==> config.mk <==
export PLATFORM = sky130hd
export DESIGN_NAME = jump_flag_sender_flat
export DESIGN_NICKNAME = d
export VERILOG_FILES = /design/src/rtl/jump_flag_sender_if.sv /design/src/rtl/jump_flag_sender.sv /design/src/flat_wrapper.sv
export SDC_FILE = /design/constraint.sdc
export NUM_CORES = 1
export LEC_CHECK = 0
export ABC_CLOCK_PERIOD_IN_PS = 4800
export BUFFER_PORTS_ARGS = -buffer_cell sky130_fd_sc_hd__buf_2
export CORE_MARGIN = 8
export CORE_UTILIZATION = 35
export DETAILED_ROUTE_END_ITERATION = 12
export PLACE_DENSITY_LB_ADDON = 0.05
export SLEW_MARGIN = 20
export SYNTH_ARGS = -nofsm -noshare
export SYNTH_HDL_FRONTEND = slang
export SYNTH_SLANG_ARGS = --single-unit
==> constraint.sdc <==
create_clock -name clk -period 4.8 [get_ports clk]
set_input_delay 0.48 -clock clk [delete_from_list [all_inputs] [get_ports clk]]
set_output_delay 0.48 -clock clk [all_outputs]
set_load 0.01 [all_outputs]
==> src/rtl/jump_flag_sender_if.sv <==
// Handshake bundle for jump_flag_sender: push side from ex plus the beat stream to the consumer.
interface jump_flag_sender_if #(
    parameter int ADDR_W = 32,
    parameter int OUT_W  = 8
);
    logic              start_i;
    logic [ADDR_W-1:0] jump_addr_i;
    logic [OUT_W-1:0]  result_o;
    logic              valid_o;
    logic              ready_i;
    logic              busy_o;
    logic              full_o;
    logic              overflow_o;

    // master: the surrounding logic (pusher and beat consumer); slave: the sender block
    modport master (
        output start_i, jump_addr_i, ready_i,
        input  result_o, valid_o, busy_o, full_o, overflow_o
    );

    modport slave (
        input  start_i, jump_addr_i, ready_i,
        output result_o, valid_o, busy_o, full_o, overflow_o
    );
endinterface

==> src/rtl/jump_flag_sender.sv <==
// Queues jump targets and serialises each into ADDR_W/OUT_W beats, LSB beat first.
// Define JUMP_SEND_PARITY_EN to append an XOR parity beat to every frame.
module jump_flag_sender #(
    parameter int ADDR_W = 32,
    parameter int OUT_W  = 8,
    parameter int DEPTH  = 4
) (
    input logic              clk,
    input logic              rst,
    jump_flag_sender_if.slave bus
);
    localparam int BEATS  = ADDR_W / OUT_W;
    localparam int PTR_W  = $clog2(DEPTH);
    localparam int CNT_W  = $clog2(DEPTH + 1);
    localparam int BEAT_W = (BEATS > 1) ? $clog2(BEATS) : 1;

    typedef enum logic [1:0] {
        S_IDLE,
        S_SEND
`ifdef JUMP_SEND_PARITY_EN
        , S_PAR
`endif
    } state_t;

    state_t              state_q, state_d;
    logic [ADDR_W-1:0]   mem [DEPTH];
    logic [PTR_W-1:0]    wr_ptr_q, rd_ptr_q;
    logic [CNT_W-1:0]    count_q;
    logic [ADDR_W-1:0]   shift_q;
    logic [BEAT_W-1:0]   beat_cnt_q;
    logic                overflow_q;
    logic                pop;
    logic                push_ok;
    logic                beat_fire;
    logic                last_beat;
    logic                valid;

`ifdef JUMP_SEND_PARITY_EN
    logic [OUT_W-1:0]    par_q;
`endif

    assign valid     = (state_q != S_IDLE);
    assign beat_fire = valid && bus.ready_i;
    assign last_beat = (beat_cnt_q == BEAT_W'(BEATS - 1));
    // A full queue still takes a push when the head leaves in the same cycle.
    assign push_ok   = !rst && bus.start_i && ((count_q != CNT_W'(DEPTH)) || pop);

    // NOTE: every output of this block gets a default first so no latch is inferred.
    always_comb begin
        state_d = state_q;
        pop     = 1'b0;
        case (state_q)
            S_IDLE: begin
                if (count_q != '0) begin
                    pop     = 1'b1;
                    state_d = S_SEND;
                end
            end
            S_SEND: begin
                if (beat_fire && last_beat) begin
`ifdef JUMP_SEND_PARITY_EN
                    state_d = S_PAR;
`else
                    if (count_q != '0) pop = 1'b1;
                    else               state_d = S_IDLE;
`endif
                end
            end
`ifdef JUMP_SEND_PARITY_EN
            S_PAR: begin
                if (beat_fire) begin
                    if (count_q != '0) begin
                        pop     = 1'b1;
                        state_d = S_SEND;
                    end else begin
                        state_d = S_IDLE;
                    end
                end
            end
`endif
            default: state_d = S_IDLE;
        endcase
    end

    // NOTE: the entry storage is deliberately not reset; pointers and count define what is valid.
    always_ff @(posedge clk) begin
        if (push_ok) mem[wr_ptr_q] <= bus.jump_addr_i;
    end

    // NOTE: sequential state uses non-blocking assignments only, so all registers see pre-edge values.
    always_ff @(posedge clk) begin
        if (rst) begin
            state_q    <= S_IDLE;
            wr_ptr_q   <= '0;
            rd_ptr_q   <= '0;
            count_q    <= '0;
            shift_q    <= '0;
            beat_cnt_q <= '0;
            overflow_q <= 1'b0;
`ifdef JUMP_SEND_PARITY_EN
            par_q      <= '0;
`endif
        end else begin
            state_q    <= state_d;
            overflow_q <= bus.start_i && !push_ok;

            if (push_ok) wr_ptr_q <= wr_ptr_q + PTR_W'(1);
            if (pop)     rd_ptr_q <= rd_ptr_q + PTR_W'(1);

            case ({push_ok, pop})
                2'b10:   count_q <= count_q + CNT_W'(1);
                2'b01:   count_q <= count_q - CNT_W'(1);
                default: count_q <= count_q;
            endcase

            if (pop) begin
                shift_q    <= mem[rd_ptr_q];
                beat_cnt_q <= '0;
`ifdef JUMP_SEND_PARITY_EN
                par_q      <= '0;
`endif
            end else if (state_q == S_SEND && beat_fire) begin
                shift_q    <= shift_q >> OUT_W;
                beat_cnt_q <= beat_cnt_q + BEAT_W'(1);
`ifdef JUMP_SEND_PARITY_EN
                par_q      <= par_q ^ shift_q[OUT_W-1:0];
`endif
            end
        end
    end

`ifdef JUMP_SEND_PARITY_EN
    assign bus.result_o = (state_q == S_PAR) ? par_q : shift_q[OUT_W-1:0];
`else
    assign bus.result_o = shift_q[OUT_W-1:0];
`endif
    assign bus.valid_o    = valid;
    assign bus.busy_o     = (state_q != S_IDLE) || (count_q != '0);
    assign bus.full_o     = (count_q == CNT_W'(DEPTH));
    assign bus.overflow_o = overflow_q;
endmodule

==> src/flat_wrapper.sv <==
// flat-port wrapper written by rule: the top's interface ports become plain ports
module jump_flag_sender_flat 
#(
    parameter int ADDR_W = 32,
    parameter int OUT_W  = 8,
    parameter int DEPTH  = 4
)
  (clk, rst, bus_start_i, bus_jump_addr_i, bus_ready_i, bus_result_o, bus_valid_o, bus_busy_o, bus_full_o, bus_overflow_o);
  jump_flag_sender_if #(.ADDR_W(ADDR_W), .OUT_W(OUT_W)) bus_i ();
  input logic clk;
  input logic rst;
  input wire logic [$bits(bus_i.start_i)-1:0] bus_start_i;
  input wire logic [$bits(bus_i.jump_addr_i)-1:0] bus_jump_addr_i;
  input wire logic [$bits(bus_i.ready_i)-1:0] bus_ready_i;
  output wire logic [$bits(bus_i.result_o)-1:0] bus_result_o;
  output wire logic [$bits(bus_i.valid_o)-1:0] bus_valid_o;
  output wire logic [$bits(bus_i.busy_o)-1:0] bus_busy_o;
  output wire logic [$bits(bus_i.full_o)-1:0] bus_full_o;
  output wire logic [$bits(bus_i.overflow_o)-1:0] bus_overflow_o;
  assign bus_i.start_i = bus_start_i;
  assign bus_i.jump_addr_i = bus_jump_addr_i;
  assign bus_i.ready_i = bus_ready_i;
  assign bus_result_o = bus_i.result_o;
  assign bus_valid_o = bus_i.valid_o;
  assign bus_busy_o = bus_i.busy_o;
  assign bus_full_o = bus_i.full_o;
  assign bus_overflow_o = bus_i.overflow_o;
  jump_flag_sender #(.ADDR_W(ADDR_W), .OUT_W(OUT_W), .DEPTH(DEPTH)) u_core (.clk(clk), .rst(rst), .bus(bus_i));
endmodule
# Word level (Yosys, flattened, before mapping)
# Memories as Yosys holds them, arrays and structs flattened. A register that Yosys moved wholly into a read port is not among the register bits.
# Cells that the tools add are included.
# Widths: inputs -> output; s select.
word_totals:
  reg_bits: 44
  ramBits: 128
  in_bits: 36
  output_inout_bits: 12
  elab_cells: 53
  memories: 1
op_classes:
  n_addsub: 5
  eq_ne: 9
  mux: 14
  n_reduce_logical: 17
memory_table:
  columns: ["memory", "words", "word_bits", "rd", "rd_ports_with_merged_regs", "wr", "line_no", "text"]
  rows:
  - ["u_core.mem", 4, 32, 1, 1, 1, "jump_flag_sender.sv:26", "logic [ADDR_W-1:0] mem [DEPTH];"]
op_table:
  columns: ["operator", "n"]
  rows:
  - ["$mux 32", 2]
  - ["$mux 2", 5]
  - ["$add 2x1->2 const B", 3]
  - ["$logic_and 1x1->1", 6]
  - ["$pmux 3 s2", 1]
  - ["$reduce_bool 2->1", 3]
  - ["$eq 2x1->1 const B", 2]
  - ["$eq 2x2->1 const B", 2]
  - ["$mux 1", 4]
  - ["$ne 2x1->1 const B", 2]
  - ["$pmux 2 s2", 1]
  - ["$add 3x1->3 const B", 1]
  - ["$eq 3x3->1 const B", 1]
  - ["$ne 3x3->1 const B", 1]
  - ["$reduce_and 3->1", 1]
  - ["$reduce_bool 3->1", 1]
  - ["$sub 3x1->3 const B", 1]
  - ["$logic_not 1->1", 2]
  - ["$logic_not 2->1", 1]
  - ["$logic_or 1x1->1", 2]
  - ["$ne 2x2->1 const B", 1]
  - ["$pmux 1 s2", 1]
  - ["$reduce_or 2->1", 1]

# Depth between registers and ports, before layout
logic_depth:
  ltp_word: 9
  mapped_depth: 10
  depth_no_buf: 9

# Least setup slack after synthesis
# OpenSTA, ideal clock, no wires.
synth_timing:
  kind: "input -> register"
  start: "input port bus_ready_i"
  end: "register u_core.count_q[2]"
  setup_ns: 0.115
  t_arrival_ns: 2.224
  required_time_ns: 4.685
  path_slack_ns: 2.461
  path_stages: 10
  n_path_buf: 2
  cell_sequence: "buf_2 a21boi_4 nor2_1 buf_2 nand2_1 fa_1 nor2b_1 nand2_1 a32o_1 o21ba_2"
synth_between:
  elab_chain_len: 8
  word_cells_on_any_way: 10
  classes_between: "eq/ne: 2; mux: 3; reduce/logical: 5"
synth_rtl:
  columns: ["item", "line_no", "text"]
  rows:
  - ["from (decl)", "flat_wrapper.sv:14", "input wire logic [$bits(bus_i.ready_i)-1:0] bus_ready_i;"]
  - ["$logic_and 1x1->1 *", "jump_flag_sender.sv:43", "assign beat_fire = valid && bus.ready_i;"]
  - ["$logic_and 1x1->1 *", "jump_flag_sender.sv:60", "if (beat_fire && last_beat) begin"]
  - ["$mux 1 *", "jump_flag_sender.sv:60", null]
  - ["$pmux 1 s2 *", "jump_flag_sender.sv:52", "case (state_q)"]
  - ["$logic_or 1x1->1", "jump_flag_sender.sv:46", "assign push_ok = !rst && bus.start_i && ((count_q != CNT_W'(DEPTH)) || pop);"]
  - ["$logic_and 1x1->1", "jump_flag_sender.sv:46", null]
  - ["$eq 2x1->1 or $eq 2x2->1 (tied branches)", "jump_flag_sender.sv:110", "case ({push_ok, pop})"]
  - ["$pmux 3 s2 or $reduce_bool 2->1 (tied branches)", null, null]
  - ["to (signal assigned)", "jump_flag_sender.sv:111", "2'b10: count_q <= count_q + CNT_W'(1);"]
  - ["to (signal assigned)", "jump_flag_sender.sv:112", "2'b01: count_q <= count_q - CNT_W'(1);"]
  - ["to (signal assigned)", "jump_flag_sender.sv:113", "default: count_q <= count_q;"]
  - ["to (decl)", "jump_flag_sender.sv:28", "logic [CNT_W-1:0] count_q;"]
# Mark *: on every way between the ends. The rest lies on a longest branch, timed or not.
# A chain may end at the register's enable or synchronous reset.

# Worst setup path in the final report
layout_timing:
  start: "register u_core.state_q[0]"
  end: "register u_core.count_q[2]"
layout_between:
  elab_chain_len: 9
  word_cells_on_any_way: 13
  classes_between: "eq/ne: 3; mux: 3; reduce/logical: 7"
layout_rtl:
  columns: ["item", "line_no", "text"]
  rows:
  - ["from (decl)", "jump_flag_sender.sv:25", "state_t state_q, state_d;"]
  - ["from (signal assigned)", "jump_flag_sender.sv:104", "state_q <= state_d;"]
  - ["$reduce_bool 2->1", "jump_flag_sender.sv:42", "assign valid = (state_q != S_IDLE);"]
  - ["$logic_and 1x1->1", "jump_flag_sender.sv:43", null]
  - ["$logic_and 1x1->1", "jump_flag_sender.sv:60", null]
  - ["$mux 1", "jump_flag_sender.sv:60", null]
  - ["$pmux 1 s2 *", "jump_flag_sender.sv:52", null]
  - ["$logic_or 1x1->1", "jump_flag_sender.sv:46", null]
  - ["$logic_and 1x1->1", "jump_flag_sender.sv:46", null]
  - ["$eq 2x1->1 or $eq 2x2->1 (tied branches)", "jump_flag_sender.sv:110", null]
  - ["$pmux 3 s2 or $reduce_bool 2->1 (tied branches)", null, null]
# Marks and branches as above.

==> summary.md <==
| Metric | Value |
|---|---|
| Post-Route Setup TNS | `0 ns` |
| Cell with the most instances after synthesis | `sky130_fd_sc_hd__edfxtp_1` |
| Number of enable flip-flop cells after synthesis | `128` |
| Ratio of routed vias to standard cells | `5.007` |
| Worst hold path stage count | `1` |
| Hold path endpoint | `u_core.mem[0][21]` |
| Total global routing track utilization | `0.1314` |
| Height of the die | `155.2 microns` |
| Routed length per instance | `19.90 microns` |
| Share of final-layout standard cells stronger than drive strength 1 | `0.2615` |
| Areal power density over the cells | `555.2 nW/um^2` |
| Length of the first detailed-routing pass in iterations | `5` |
| First-pass GRT wire length | `23,400 microns` |
| Area of the core region | `19,270 sq um` |
| Outcome | `finished, final reports clean` |
| Final Critical Period | `3.027 ns` |
| Length in cells of the worst reg-to-reg path | `8` |
| Quantity of I/O buffers inserted on ports | `47` |
| Max frequency | `330.3 MHz` |
| Synth unique cells | `37` |
| Critical path type | `reg -> reg` |
| Maximum clock insertion buffer count | `2` |
| Library cell with the largest summed area after synthesis | `sky130_fd_sc_hd__edfxtp_1` |
| Count of final hold-check violations | `0` |
| Count of buffer and inverter cells on the critical path | `0` |
| Number of sinks on the clock net | `173` |
| Average size of a mapped cell | `15.74 sq um` |
| Die extent in x | `155.2 microns` |
| Cells taking the most area after synthesis | `sky130_fd_sc_hd__edfxtp_1 (57%), sky130_fd_sc_hd__dfxtp_1 (13%), sky130_fd_sc_hd__mux4_2 (11%)` |
| Largest net degree at the start of global routing | `58` |
| Capture point of the worst reg-to-reg path | `u_core.count_q[2]` |
| Largest delay share family, worst path | `simple AND/OR/NAND/NOR gates` |
| Max H-tree Level | `4` |
| Worst EP required | `5.12 ns` |
| Antenna cells | `0` |
| Clock root cell | `sky130_fd_sc_hd__clkbuf_16` |
| Via count of the first global-routing pass | `3,898` |
| CP Launch Type | `flip-flop` |
| First-iteration detailed-routing DRC count | `223` |
| Area growth syn-to-layout | `14.84%` |
| Post-synthesis register bit count | `173` |
| Placed cells | `711` |
| Crit path top cell by count | `sky130_fd_sc_hd__nand2_1` |
| Floorplan die area | `24,100 sq um` |
| Post-layout net count | `507` |
| Final GP Congestion | `0.7182` |
| Actual slew at the worst max-slew pin | `1.062 ns` |
| TritonCTS clock tree | `built` |
| Starting density of the core | `0.3521` |
| Number of buffers created by CTS | `17` |
| DRC violations left | `0` |
| Core occupancy in the finished layout | `0.4044` |
| Latest clock arrival within the worst-skew pair | `0.42 ns` |
| Max-cap violations | `0` |
| Leftover overflow at the end of global routing | `0` |
| Antenna violations before repair | `0` |
| Post-CTS Setup Repair Bufs | `0` |
| Count of pins over their slew limit | `0` |
| Reg2reg setup slack | `1.77 ns` |
| Leakage power | `2.572 nW` |
| Maximum cell stage delay along the critical path | `0.65 ns` |
| Post-route insts no fill | `743` |
| Remaining antenna violation count after routing | `0` |
| Final-report setup violation count | `0` |
| Filler cell count | `1,810` |
| Final critical-path share of the clock period | `0.6307` |
| Post-cts hold buffer count | `0` |
| Data arrival time at the worst-slack endpoint | `3.35 ns` |
| Via count | `3,720` |
| Setup repair after global routing missed its margin | `false` |
| Clk_skew | `0.008688 ns` |
| Count of boundary I/O pins | `48` |
| Headroom to the max-slew limit | `0.2892` |
| RR Startpoint | `u_core.state_q[0]` |
| Final HPWL DP | `9380 microns` |
| Post-CTS resize count | `0` |
| Number of warnings issued by yosys | `0` |
| Highest ir drop seen on vdd | `0.2659 mV` |
| Hold Crit Class | `in -> reg` |
| Most instantiated cells after synthesis | `sky130_fd_sc_hd__edfxtp_1 (128), sky130_fd_sc_hd__dfxtp_1 (45), sky130_fd_sc_hd__nand2_1 (38), sky130_fd_sc_hd__nand3_1 (34)` |
| Number of standard cells after synthesis | `431` |
| Placement Rows | `51` |
| Type of destination of the critical path | `flip-flop` |
| Crit-path slowest cell | `sky130_fd_sc_hd__nor2_1` |
| Async set or reset register ratio after synthesis | `0` |
| Startpoint of the tightest hold check path | `bus_jump_addr_i[21]` |
| Routed wire length | `14,780 microns` |
| Net count of the mapped netlist | `473` |
| Most frequently used flop master after synthesis | `sky130_fd_sc_hd__edfxtp_1` |
| Cells along the critical path | `a21boi_4, nor2_1, nand2_1, fa_1, nor2b_1, nand2_1, a32o_1, o21ba_2` |
| Cell Area, Synth | `6785 sq um` |
| Post-synthesis sequential area ratio | `0.6992` |
| Fraction of synthesized cell area taken by the top area cell type | `0.5665` |
| Biggest fanout along the worst timing path | `29` |
| Clock-pin slew of the registers on the worst-case setup and hold paths | `0.07 ns` |
| Startpoint of the worst setup timing path | `u_core.state_q[0]` |
-- per-stage QoR --
stage | hold WS [ns] | total power [mW] | setup slack, ns | area (sq um)
CTS | 0.2414 | 4.385 | 1.725 | 7792
floorplan | 0.4481 | 2.796 | 2.461 | 6785
global route | 0.2446 | 4.563 | 1.463 | 7792
global placement | 0.4651 | 3.013 | 1.727 | 7214
detailed placement | 0.4630 | 3.024 | 1.609 | 7214
finish | 0.2635 | 4.327 | 1.773 | 7792
-- worst reg2reg max path: stages, from the launching register on --
cell and delay [ns]:
sky130_fd_sc_hd__dfxtp_1 0.63, sky130_fd_sc_hd__a21boi_4 0.32, sky130_fd_sc_hd__nor2_1 0.65, sky130_fd_sc_hd__nand2_1 0.17, sky130_fd_sc_hd__fa_1 0.45, sky130_fd_sc_hd__nor2b_1 0.17
sky130_fd_sc_hd__nand2_1 0.09, sky130_fd_sc_hd__a32o_1 0.25, sky130_fd_sc_hd__o21ba_2 0.18
-- worst max-delay path by stage --
stage | end | slack, ns | cells past startpoint
final | u_core.count_q[2] | 1.77 | 8
after global routing | u_core.count_q[2] | 1.46 | 8
after CTS | u_core.count_q[2] | 1.72 | 8
after detailed placement | u_core.count_q[2] | 1.61 | 9
after global placement | u_core.count_q[2] | 1.73 | 9
after floorplan | u_core.count_q[2] | 2.46 | 10
-- logic make-up (layout without fill, tap and decap cells) --
family                     after synthesis  after routing  share of synthesized area
AOI/OAI and AO/OA                       46             46                    0.05403
buffers and inverters                   45             92                    0.03762
muxes                                   34             34                     0.1092
xor gates and xnor gates                 5              5                   0.006455
DFF                                    173            173                     0.6992
adders and majority gates                6              6                    0.01217
and+or+nand+nor                        122            122                    0.08132
-- registers in the layout, summed over array words and instances, names as in the netlist, named ones only --
register	flops
u_core.count_q	3
u_core.shift_q	32
u_core.state_q	1
u_core.mem	128
u_core.rd_ptr_q	2
u_core.beat_cnt_q	2
u_core.wr_ptr_q	2
u_core.bus.overflow_o	1
-- final cells by class --
| class | instances | area, sq um | share of cell area |
|---|---|---|---|
| clock inverter | 14 | 148.9 | 0.01911 |
| tap | 265 | 331.6 | 0.04255 |
| clock buffer | 18 | 429.2 | 0.05507 |
| sequential | 173 | 4746 | 0.6090 |
| timing repair buffer | 55 | 332.8 | 0.04271 |
| inverter | 5 | 18.77 | 0.002408 |
| multi-input combinational | 213 | 1785 | 0.2291 |
-- placed cells by master (no fill, tap or decap), types with 2 or more instances in the layout --
cell and n:
sky130_fd_sc_hd__a21oi_1 12, sky130_fd_sc_hd__a311oi_1 25, sky130_fd_sc_hd__and2_1 4, sky130_fd_sc_hd__buf_12 3
sky130_fd_sc_hd__buf_2 47, sky130_fd_sc_hd__buf_4 5, sky130_fd_sc_hd__clkbuf_16 17, sky130_fd_sc_hd__clkinv_4 2
sky130_fd_sc_hd__dfxtp_1 44, sky130_fd_sc_hd__edfxtp_1 128, sky130_fd_sc_hd__ha_1 5, sky130_fd_sc_hd__inv_1 5
sky130_fd_sc_hd__inv_6 5, sky130_fd_sc_hd__inv_8 4, sky130_fd_sc_hd__mux2i_1 2, sky130_fd_sc_hd__mux4_2 32
sky130_fd_sc_hd__nand2_1 38, sky130_fd_sc_hd__nand2b_1 3, sky130_fd_sc_hd__nand3_1 34, sky130_fd_sc_hd__nor2_1 32
sky130_fd_sc_hd__nor3_1 5, sky130_fd_sc_hd__xnor2_1 3, sky130_fd_sc_hd__xor2_1 2
-- report_power, final --
group | switching [mW] | internal [mW]
clock network | 0.620 | 0.738
logic | 0.542 | 0.414
registers | 0.196 | 1.82
-- routing by layer --
| metal | part of all wire | wire length [microns] | vias to the layer above | global-route usage |
|---|---|---|---|---|
| li1 | - | - | 1718 | - |
| met1 | 0.47 | 7012 | 1915 | 0.1751 |
| met2 | 0.47 | 6927 | 73 | 0.2015 |
| met3 | 0.041 | 607 | 14 | 0.03634 |
| met4 | 0.016 | 235 | 0 | 0.04898 |
| met5 | 0 | 0 | - | 0 |
Note: power is estimated with default switching activity, not from simulation.
